`src/rtl/nibble_serial_add_seq.sv`:
```
// -----------------------------------------------------------------------------
// nibble_serial_add_seq
//
// Purpose:
//   Sequencer that builds a WIDTH-bit addition one nibble per clock around an
//   external 4-bit full adder. Operands are accepted on a valid/ready input
//   channel. The sequencer steps the adder through the nibbles from least to
//   most significant, carrying the adder's carry-out into the next nibble.
//   The finished sum is then presented on a valid/ready output channel.
//
// Parameters:
//   WIDTH    operand/result width in bits (multiple of 4, at least 4)
//
// Ports:
//   clk          rising-edge clock
//   rst          asynchronous active-high reset
//   in_valid     operand channel valid
//   in_ready     operand channel ready (high only while idle)
//   op_a, op_b   WIDTH-bit operands
//   op_cin       carry-in for the whole addition
//   add_a        nibble of A presented to the external adder
//   add_b        nibble of B presented to the external adder
//   add_cin      carry presented to the external adder
//   add_sum      adder sum (combinational from add_a/add_b/add_cin)
//   add_cout     adder carry-out
//   out_valid    result channel valid
//   out_ready    result channel ready
//   result       op_a + op_b + op_cin, modulo 2^WIDTH
//   result_cout  carry out of the most significant nibble
//   busy         high while an addition is running or waiting to be taken
// -----------------------------------------------------------------------------
module nibble_serial_add_seq #(
  parameter int WIDTH = 16
) (
  input  logic             clk,
  input  logic             rst,
  input  logic             in_valid,
  output logic             in_ready,
  input  logic [WIDTH-1:0] op_a,
  input  logic [WIDTH-1:0] op_b,
  input  logic             op_cin,
  output logic [3:0]       add_a,
  output logic [3:0]       add_b,
  output logic             add_cin,
  input  logic [3:0]       add_sum,
  input  logic             add_cout,
  output logic             out_valid,
  input  logic             out_ready,
  output logic [WIDTH-1:0] result,
  output logic             result_cout,
  output logic             busy
);

  // Number of nibble steps; derived, not a port-level parameter.
  localparam int NIBBLES = WIDTH / 4;

  // The nibble index needs at least one bit even when there is one nibble.
  localparam int IDX_W = (NIBBLES > 1) ? $clog2(NIBBLES) : 1;

  localparam logic [IDX_W-1:0] LAST_IDX = IDX_W'(NIBBLES - 1);
  localparam logic [IDX_W-1:0] IDX_ONE  = IDX_W'(1);
  localparam logic [IDX_W-1:0] IDX_ZERO = IDX_W'(0);

  typedef enum logic [1:0] {
    IDLE = 2'd0,
    RUN  = 2'd1,
    DONE = 2'd2
  } state_t;

  // ---------------------------------------------------------------------------
  // State and datapath registers
  // ---------------------------------------------------------------------------
  state_t             state_r;
  state_t             state_s;
  logic [WIDTH-1:0]   a_r;
  logic [WIDTH-1:0]   b_r;
  logic               carry_r;
  logic [IDX_W-1:0]   idx_r;
  logic [WIDTH-1:0]   result_r;
  logic               result_cout_r;
  logic               in_ready_r;
  logic               out_valid_r;
  logic               busy_r;

  // ---------------------------------------------------------------------------
  // Combinational decode
  // ---------------------------------------------------------------------------
  logic               accept_s;
  logic               last_s;
  logic [IDX_W+1:0]   shift_s;
  logic [WIDTH-1:0]   nib_mask_s;
  logic [WIDTH-1:0]   nib_ins_s;
  logic [3:0]         add_a_s;
  logic [3:0]         add_b_s;
  logic               add_cin_s;

  // Bit offset of the current nibble: idx * 4.
  assign shift_s    = {idx_r, 2'b00};

  // Lane mask and aligned adder sum used to overwrite just the current nibble.
  assign nib_mask_s = WIDTH'(4'hF) << shift_s;
  assign nib_ins_s  = WIDTH'(add_sum) << shift_s;

  // Final nibble step of the RUN phase.
  assign last_s     = (idx_r == LAST_IDX) ? 1'b1 : 1'b0;

  // Next-state decode for the IDLE/RUN/DONE sequencer.
  always_comb begin
    state_s  = state_r;
    accept_s = 1'b0;
    case (state_r)
      IDLE: begin
        if (in_valid && in_ready_r) begin
          state_s  = RUN;
          accept_s = 1'b1;
        end else begin
          state_s  = IDLE;
        end
      end
      RUN: begin
        if (last_s) begin
          state_s = DONE;
        end else begin
          state_s = RUN;
        end
      end
      DONE: begin
        if (out_valid_r && out_ready) begin
          state_s = IDLE;
        end else begin
          state_s = DONE;
        end
      end
      default: begin
        state_s = IDLE;
      end
    endcase
  end

  // Adder drive: only registered values feed the adder, and only in RUN, so
  // there is no combinational loop through the external adder.
  always_comb begin
    add_a_s   = 4'h0;
    add_b_s   = 4'h0;
    add_cin_s = 1'b0;
    if (state_r == RUN) begin
      add_a_s   = 4'(a_r >> shift_s);
      add_b_s   = 4'(b_r >> shift_s);
      add_cin_s = carry_r;
    end else begin
      add_a_s   = 4'h0;
      add_b_s   = 4'h0;
      add_cin_s = 1'b0;
    end
  end

  // Sequencer state, handshake flags and datapath registers.
  always_ff @(posedge clk or posedge rst) begin
    if (rst) begin
      state_r       <= IDLE;
      a_r           <= {WIDTH{1'b0}};
      b_r           <= {WIDTH{1'b0}};
      carry_r       <= 1'b0;
      idx_r         <= IDX_ZERO;
      result_r      <= {WIDTH{1'b0}};
      result_cout_r <= 1'b0;
      in_ready_r    <= 1'b1;
      out_valid_r   <= 1'b0;
      busy_r        <= 1'b0;
    end else begin
      state_r     <= state_s;
      // Handshake flags are registered copies of the next-state decode so
      // they change cleanly on the clock edge together with the state.
      in_ready_r  <= (state_s == IDLE) ? 1'b1 : 1'b0;
      out_valid_r <= (state_s == DONE) ? 1'b1 : 1'b0;
      busy_r      <= (state_s != IDLE) ? 1'b1 : 1'b0;
      case (state_r)
        IDLE: begin
          if (accept_s) begin
            a_r           <= op_a;
            b_r           <= op_b;
            carry_r       <= op_cin;
            idx_r         <= IDX_ZERO;
            result_r      <= {WIDTH{1'b0}};
            result_cout_r <= 1'b0;
          end
        end
        RUN: begin
          result_r <= (result_r & ~nib_mask_s) | nib_ins_s;
          carry_r  <= add_cout;
          if (last_s) begin
            // The top carry goes to result_cout only; it never wraps back.
            result_cout_r <= add_cout;
            idx_r         <= IDX_ZERO;
          end else begin
            idx_r         <= idx_r + IDX_ONE;
          end
        end
        DONE: begin
          // Result is held until the consumer takes it and beyond, until
          // the next accept clears it.
          result_r      <= result_r;
          result_cout_r <= result_cout_r;
        end
        default: begin
          result_r <= result_r;
        end
      endcase
    end
  end

  // ---------------------------------------------------------------------------
  // Output wiring
  // ---------------------------------------------------------------------------
  assign in_ready    = in_ready_r;
  assign out_valid   = out_valid_r;
  assign busy        = busy_r;
  assign result      = result_r;
  assign result_cout = result_cout_r;
  assign add_a       = add_a_s;
  assign add_b       = add_b_s;
  assign add_cin     = add_cin_s;

endmodule

```
`config.mk`:
```
export PLATFORM = sky130hd
export DESIGN_NAME = nibble_serial_add_seq
export DESIGN_NICKNAME = d
export VERILOG_FILES = /design/src/rtl/nibble_serial_add_seq.sv
export SDC_FILE = /design/constraint.sdc
export NUM_CORES = 1
export LEC_CHECK = 0
export ABC_AREA = 1
export CAP_MARGIN = 20
export CORE_ASPECT_RATIO = 2
export CORE_MARGIN = 2
export CORE_UTILIZATION = 40
export CTS_CLUSTER_SIZE = 24
export DETAILED_ROUTE_END_ITERATION = 6
export PLACE_DENSITY = 0.67
export SYNTH_ARGS = -nofsm -noshare
export SYNTH_HDL_FRONTEND = slang
export SYNTH_SLANG_ARGS = --single-unit
```
`constraint.sdc`:
```
create_clock -name clk -period 2.3 [get_ports clk]
set_clock_uncertainty 0.2 [all_clocks]
set_input_delay 0.46 -clock clk [delete_from_list [all_inputs] [get_ports clk]]
set_output_delay 0.46 -clock clk [all_outputs]
set_load 0.005 [all_outputs]
```
Yosys cells after proc, flatten, opt, wreduce, memory -nomap -nowiden
Cells that the tools add are included.
{ "totals": {"out_inout_bits": 29, "word_cells": 56, "n_memories": 0, "latch_bits": 0, "in_bits": 42, "romBits": 0, "ram_bits": 0, "regBits": 57} }
{ "classes": {"reduce_logical": 9, "order_cmp": 0, "div_mod_pow": 0, "n_eq_ne": 6, "n_bitwise": 3, "muxes": 23, "n_addsub": 1, "shifts": 4, "mul": 0} }
{ "ops": {"columns": ["operator", "count"], "rows": [
  ["case mux 16 bit (2 select lines)", 1],
  ["right shift 16 x 4 -> 4 bit", 2],
  ["AND 16 bit", 1],
  ["two-way mux 16 bit", 1],
  ["inverter 16 bit", 1],
  ["bitwise OR 16 bit", 1],
  ["left shift 4 x 4 -> 16 bit", 1],
  ["left shift 4 x 4 -> 16 bit, first input constant", 1],
  ["two-way mux 1 bit", 11],
  ["two-way mux 2 bit", 4],
  ["two-way mux 4 bit", 2],
  ["equality test 2 bit, second input constant", 3],
  ["case mux 2 bit (3 select lines)", 1],
  ["logical NOT 2 bit", 2],
  ["!= test 2 bit, second input constant", 2],
  ["case mux 1 bit (2 select lines)", 2],
  ["case mux 2 bit (2 select lines)", 1],
  ["AND reduction 2 bit", 2],
  ["nonzero test 2 bit", 2],
  ["AND reduction 3 bit", 1],
  ["adder 2 x 1 -> 2 bit, second input constant", 1],
  ["equality test 2 x 1 -> 1 bit, second input constant", 1],
  ["logical AND 1 bit", 2]
]} }

Longest topological paths before layout
{ "depth": {"ltp_word": 6, "ltp_mapped": 7, "depth_no_buf": 6} }

Worst setup path after synthesis
No wires, ideal clock.
{ "synth_path": {"path_kind": "register to output", "from": "register idx_r[1]", "to": "output add_a[0]", "required_time_ns": 1.640, "path_buffers": 2, "path_stages_with_launch": 6, "t_arrival_ns": 1.057, "path_slack_ns": 0.583, "cell_sequence": "dfrtp_1 > buf_2 > inv_2 > buf_4 > nand3_1 > a21oi_1"} }
{ "synth_via": {"elab_chain_len": 2} }
{ "synth_lines": {"columns": ["item", "line", "rtl"], "rows": [
  ["start, declared", "78", "logic [IDX_W-1:0] idx_r;"],
  ["start signal, assigned", "196", "idx_r <= idx_r + IDX_ONE;"],
  ["right shift 16 x 4 -> 4 bit", "147", "add_a_s = 4'(a_r >> shift_s);"],
  ["two-way mux 4 bit", "146", "if (state_r == RUN) begin"],
  ["end, declared", "42", "output logic [3:0] add_a,"]
]} }
Every way passes these cells.

Worst setup path after layout
{ "layout_path": {"from": "register idx_r[0]", "to": "output add_b[1]"} }
{ "layout_via": {"elab_chain_len": 2} }
{ "layout_lines": {"columns": ["item", "line", "rtl"], "rows": [
  ["right shift 16 x 4 -> 4 bit", "148", "add_b_s = 4'(b_r >> shift_s);"],
  ["two-way mux 4 bit", "146", null],
  ["end, declared", "43", "output logic [3:0] add_b,"]
]} }
Every way passes these cells.

==> flow_summary_export.csv <==
group,metric,value,unit
outcome,status,"finished, violations left",
outcome,violations,"negative setup slack",
clock_tree,cts_made_buffers,9,
yosys,syn_nets,410,
drt,drt-initial-drc-count,88,
setup_path,required,1.64,ns
sta,relSlewSlack,38.40,%
power,total_power,5.586,mW
power,clockPowerShare,24.0,%
sta,fmax,409.7,MHz
sta,hold_viol,0,
setup_path,cp-end-kind,"primary output",
drt,dr.pass1.iters,4,
floorplan,start_util,40.87,%
layout,final_core_util,57.60,%
global_route,grt_pass1_vias,2344,
layout,diodes,0,
sta,finalSetupViolCount,1,
floorplan,coreArea,7157,um2
sta,post-route-min-period,2.441,ns
place,routabilityCongestion,0.7461,
global_route,grt_use_total,17.84,%
clock_tree,ctsRootBufferMaster,"clkbuf_16",
floorplan,die_w,64.47,um
sta,drv_slew,0,
layout,layout-area-overhead-vs-synth,40.93,%
sta,timing_worst_slew_pin_value,0.9178,ns
drt,ant_nets,0,
yosys,muxShareOfSynthArea,0,%
drt,route.vias.total,2516,
power,ir_drop,0.8442,mV
power,switching_share,37.85,%
global_route,antenna_found_initial,0,
sta,tns,-0.1411,ns
yosys,synth_xor_area_share,0,%
drt,wirelength,6694,um
power,p_leak,2.057,nW
sta,min_period_over_period,106.1,%
yosys,synth-simple-area-share,22.67,%
setup_path,arrival,1.78,ns
place,portBuffers,70,
global_route,grt_max_degree,58,
power,combPwrFrac,47.0,%
drt,viasPerCell,4.720,
global_route,grt-ovfl-total,0,
yosys,synth.distinct_cells,19,
drt,route.detailed.drc,0,
floorplan,row_count,44,
clock_tree,cts_buffer_depth,2,
floorplan,die-area,8055,um2
yosys,netlist_instances,363,
power,p_switching,2.114,mW
run,maxCapViolCount,0,
layout,final_nets,483,
sta,setup_ws,-0.1411,ns
power,internal-power,3.472,mW
yosys,yosysWarnings,0,
yosys,synth-adder-area-share,2.139,%
yosys,synth_seq_cells,57,
power,seqPwrFrac,29.1,%
hold_path,hold_path_class,"primary input to async pin",
clock_tree,cts_tree,"yes",
power,p_per_area,1355,nW/um2
setup_path,rrSetupSlack,0.60,ns
layout,num-fill-cells,658,
clock_tree,clkLatencyLatePin,0.33,ns
floorplan,boundaryPins,71,
drt,wl_per_cell,12.56,um
clock_tree,holdBufCountCts,0,
sta,grt_setup_unrepaired,"true",
yosys,syn_area,2925,um2
place,dp_hpwl,4411,um
yosys,syn_avg_cell_area,8.059,um2
clock_tree,numClockSinks,57,
setup_path,crit_fanout,6,
clock_tree,htreeDepth,3,
yosys,synth-compound-area-share,14.93,%
yosys,synth_top_family_by_area,"simple AND/OR/NAND/NOR gates",
clock_tree,path_clk_slew,0.05,ns
setup_path,critical_path_class,"flop to primary output",
floorplan,fp.dieH,124.9,um
layout,drive_above_1_share,18.37,%
global_route,grt_pass1_wl,11210,um
setup_path,startpoint_type,"flop",
yosys,ys_seq_area_share,48.80,%
sta,holdWs,0.2965,ns
==> final timing paths <==
path	start	to	cells after the start
worst min-delay path	rst	a_r[15]	3
worst max-delay path	idx_r[0]	add_b[1]	5
worst max register to register	state_r[0]	carry_r	3
min in group clk	result[9]	result[9]	2
max in group asynchronous	rst	in_ready	3
worst min register to register	result[9]	result[9]	2
==> cells in the final DEF, fill, tap and decap left out, types with 5 or more instances in the layout <==
cell,netlist,routed
a21oi_2,30,37
buf_4,2,6
clkbuf_16,0,9
clkbuf_8,0,6
clkdlybuf4s50_1,0,62
dfrtp_1,56,54
dlymetal6s2s_1,0,7
ha_1,5,5
inv_1,50,49
inv_2,6,6
nand2_1,88,87
nand3_1,34,34
nor2_1,35,34
o21ai_0,16,16
o21ai_1,7,7
==> power by group through the flow <==
stage | clock [mW] | combinational, mW | sequential (mW)
after floorplan | 0 | 1.67 | 1.60
after global placement | 0 | 2.52 | 1.61
after detailed placement | 0 | 2.56 | 1.62
after CTS | 1.37 | 2.58 | 1.61
after global routing | 1.40 | 2.96 | 1.68
final | 1.34 | 2.62 | 1.62
==> registers in the layout, summed over array words and instances, names as in the netlist, 2 cells and up <==
| name | flops |
|---|---|
| a_r | 16 |
| b_r | 16 |
| result | 16 |
| idx_r | 2 |
| state_r | 2 |
==> critical path, cell delays in order (launching register included) <==
cell	delay [ns]
dfrtp_2	0.44
buf_4	0.17
nand2_1	0.06
nand3_1	0.10
a21oi_2	0.17
clkdlybuf4s50_1	0.51
==> cells in the mapped netlist <==
cell type,number,area [um2]
nand2_1,88,330.3
o21ai_0,16,80.08
dfrtp_1,56,1401
inv_2,6,22.52
nand4_1,1,6.260
nor2_2,2,12.51
o21ai_2,1,8.760
nand2_2,2,12.51
ha_1,5,62.56
dfstp_2,1,26.28
buf_4,2,15.01
nand3_1,34,170.2
inv_1,50,187.7
a21oi_1,10,50.05
a21oi_2,30,262.8
o21ai_1,7,35.03
buf_6,4,45.04
nor2_1,35,131.4
buf_2,13,65.06
==> layout make-up <==
| cell class | instances | area, um2 | area share (%) |
|---|---|---|---|
| clock buffer | 15 | 307.8 | 7.466 |
| inverter | 56 | 212.7 | 5.159 |
| sequential | 57 | 1430 | 34.69 |
| tap | 92 | 115.1 | 2.792 |
| multi-input combinational | 231 | 1207 | 29.29 |
| timing repair buffer | 81 | 844.6 | 20.49 |
| clock inverter | 1 | 5.005 | 0.1214 |
==> timing repair <==
item,in CTS,in global routing
setup buffers,0,1
cloned,0,0
pin swaps,0,3
gates resized for setup,3,21
endpoints found under the setup margin,9,8
==> through the flow <==
step                worst slack (ns)  instance area [um2]  std cells
global placement              0.1054                 3731        516
CTS                          -0.1562                 4051        532
floorplan                     0.2420                 2925        363
finish                       -0.1411                 4123        533
global route                 -0.1800                 4123        533
detailed placement           0.07783                 3731        516
==> metal layers <==
layer	GRT usage, %	share of wire (%)	vias up
met1	23.88	48	1168
met4	7.885	1.9	0
met2	27.08	45	63
li1	-	-	1275
met3	4.676	5.1	10
met5	0	0	-
==> cell families after synthesis <==
| group | count (synthesis) |
|---|---|
| AO/OA/AOI/OAI | 64 |
| adder cells (fa/ha/maj) | 5 |
| buffers and inverters | 75 |
| AND/OR/NAND/NOR | 162 |
| flip-flops | 57 |
(Power assumes the default switching activity.)
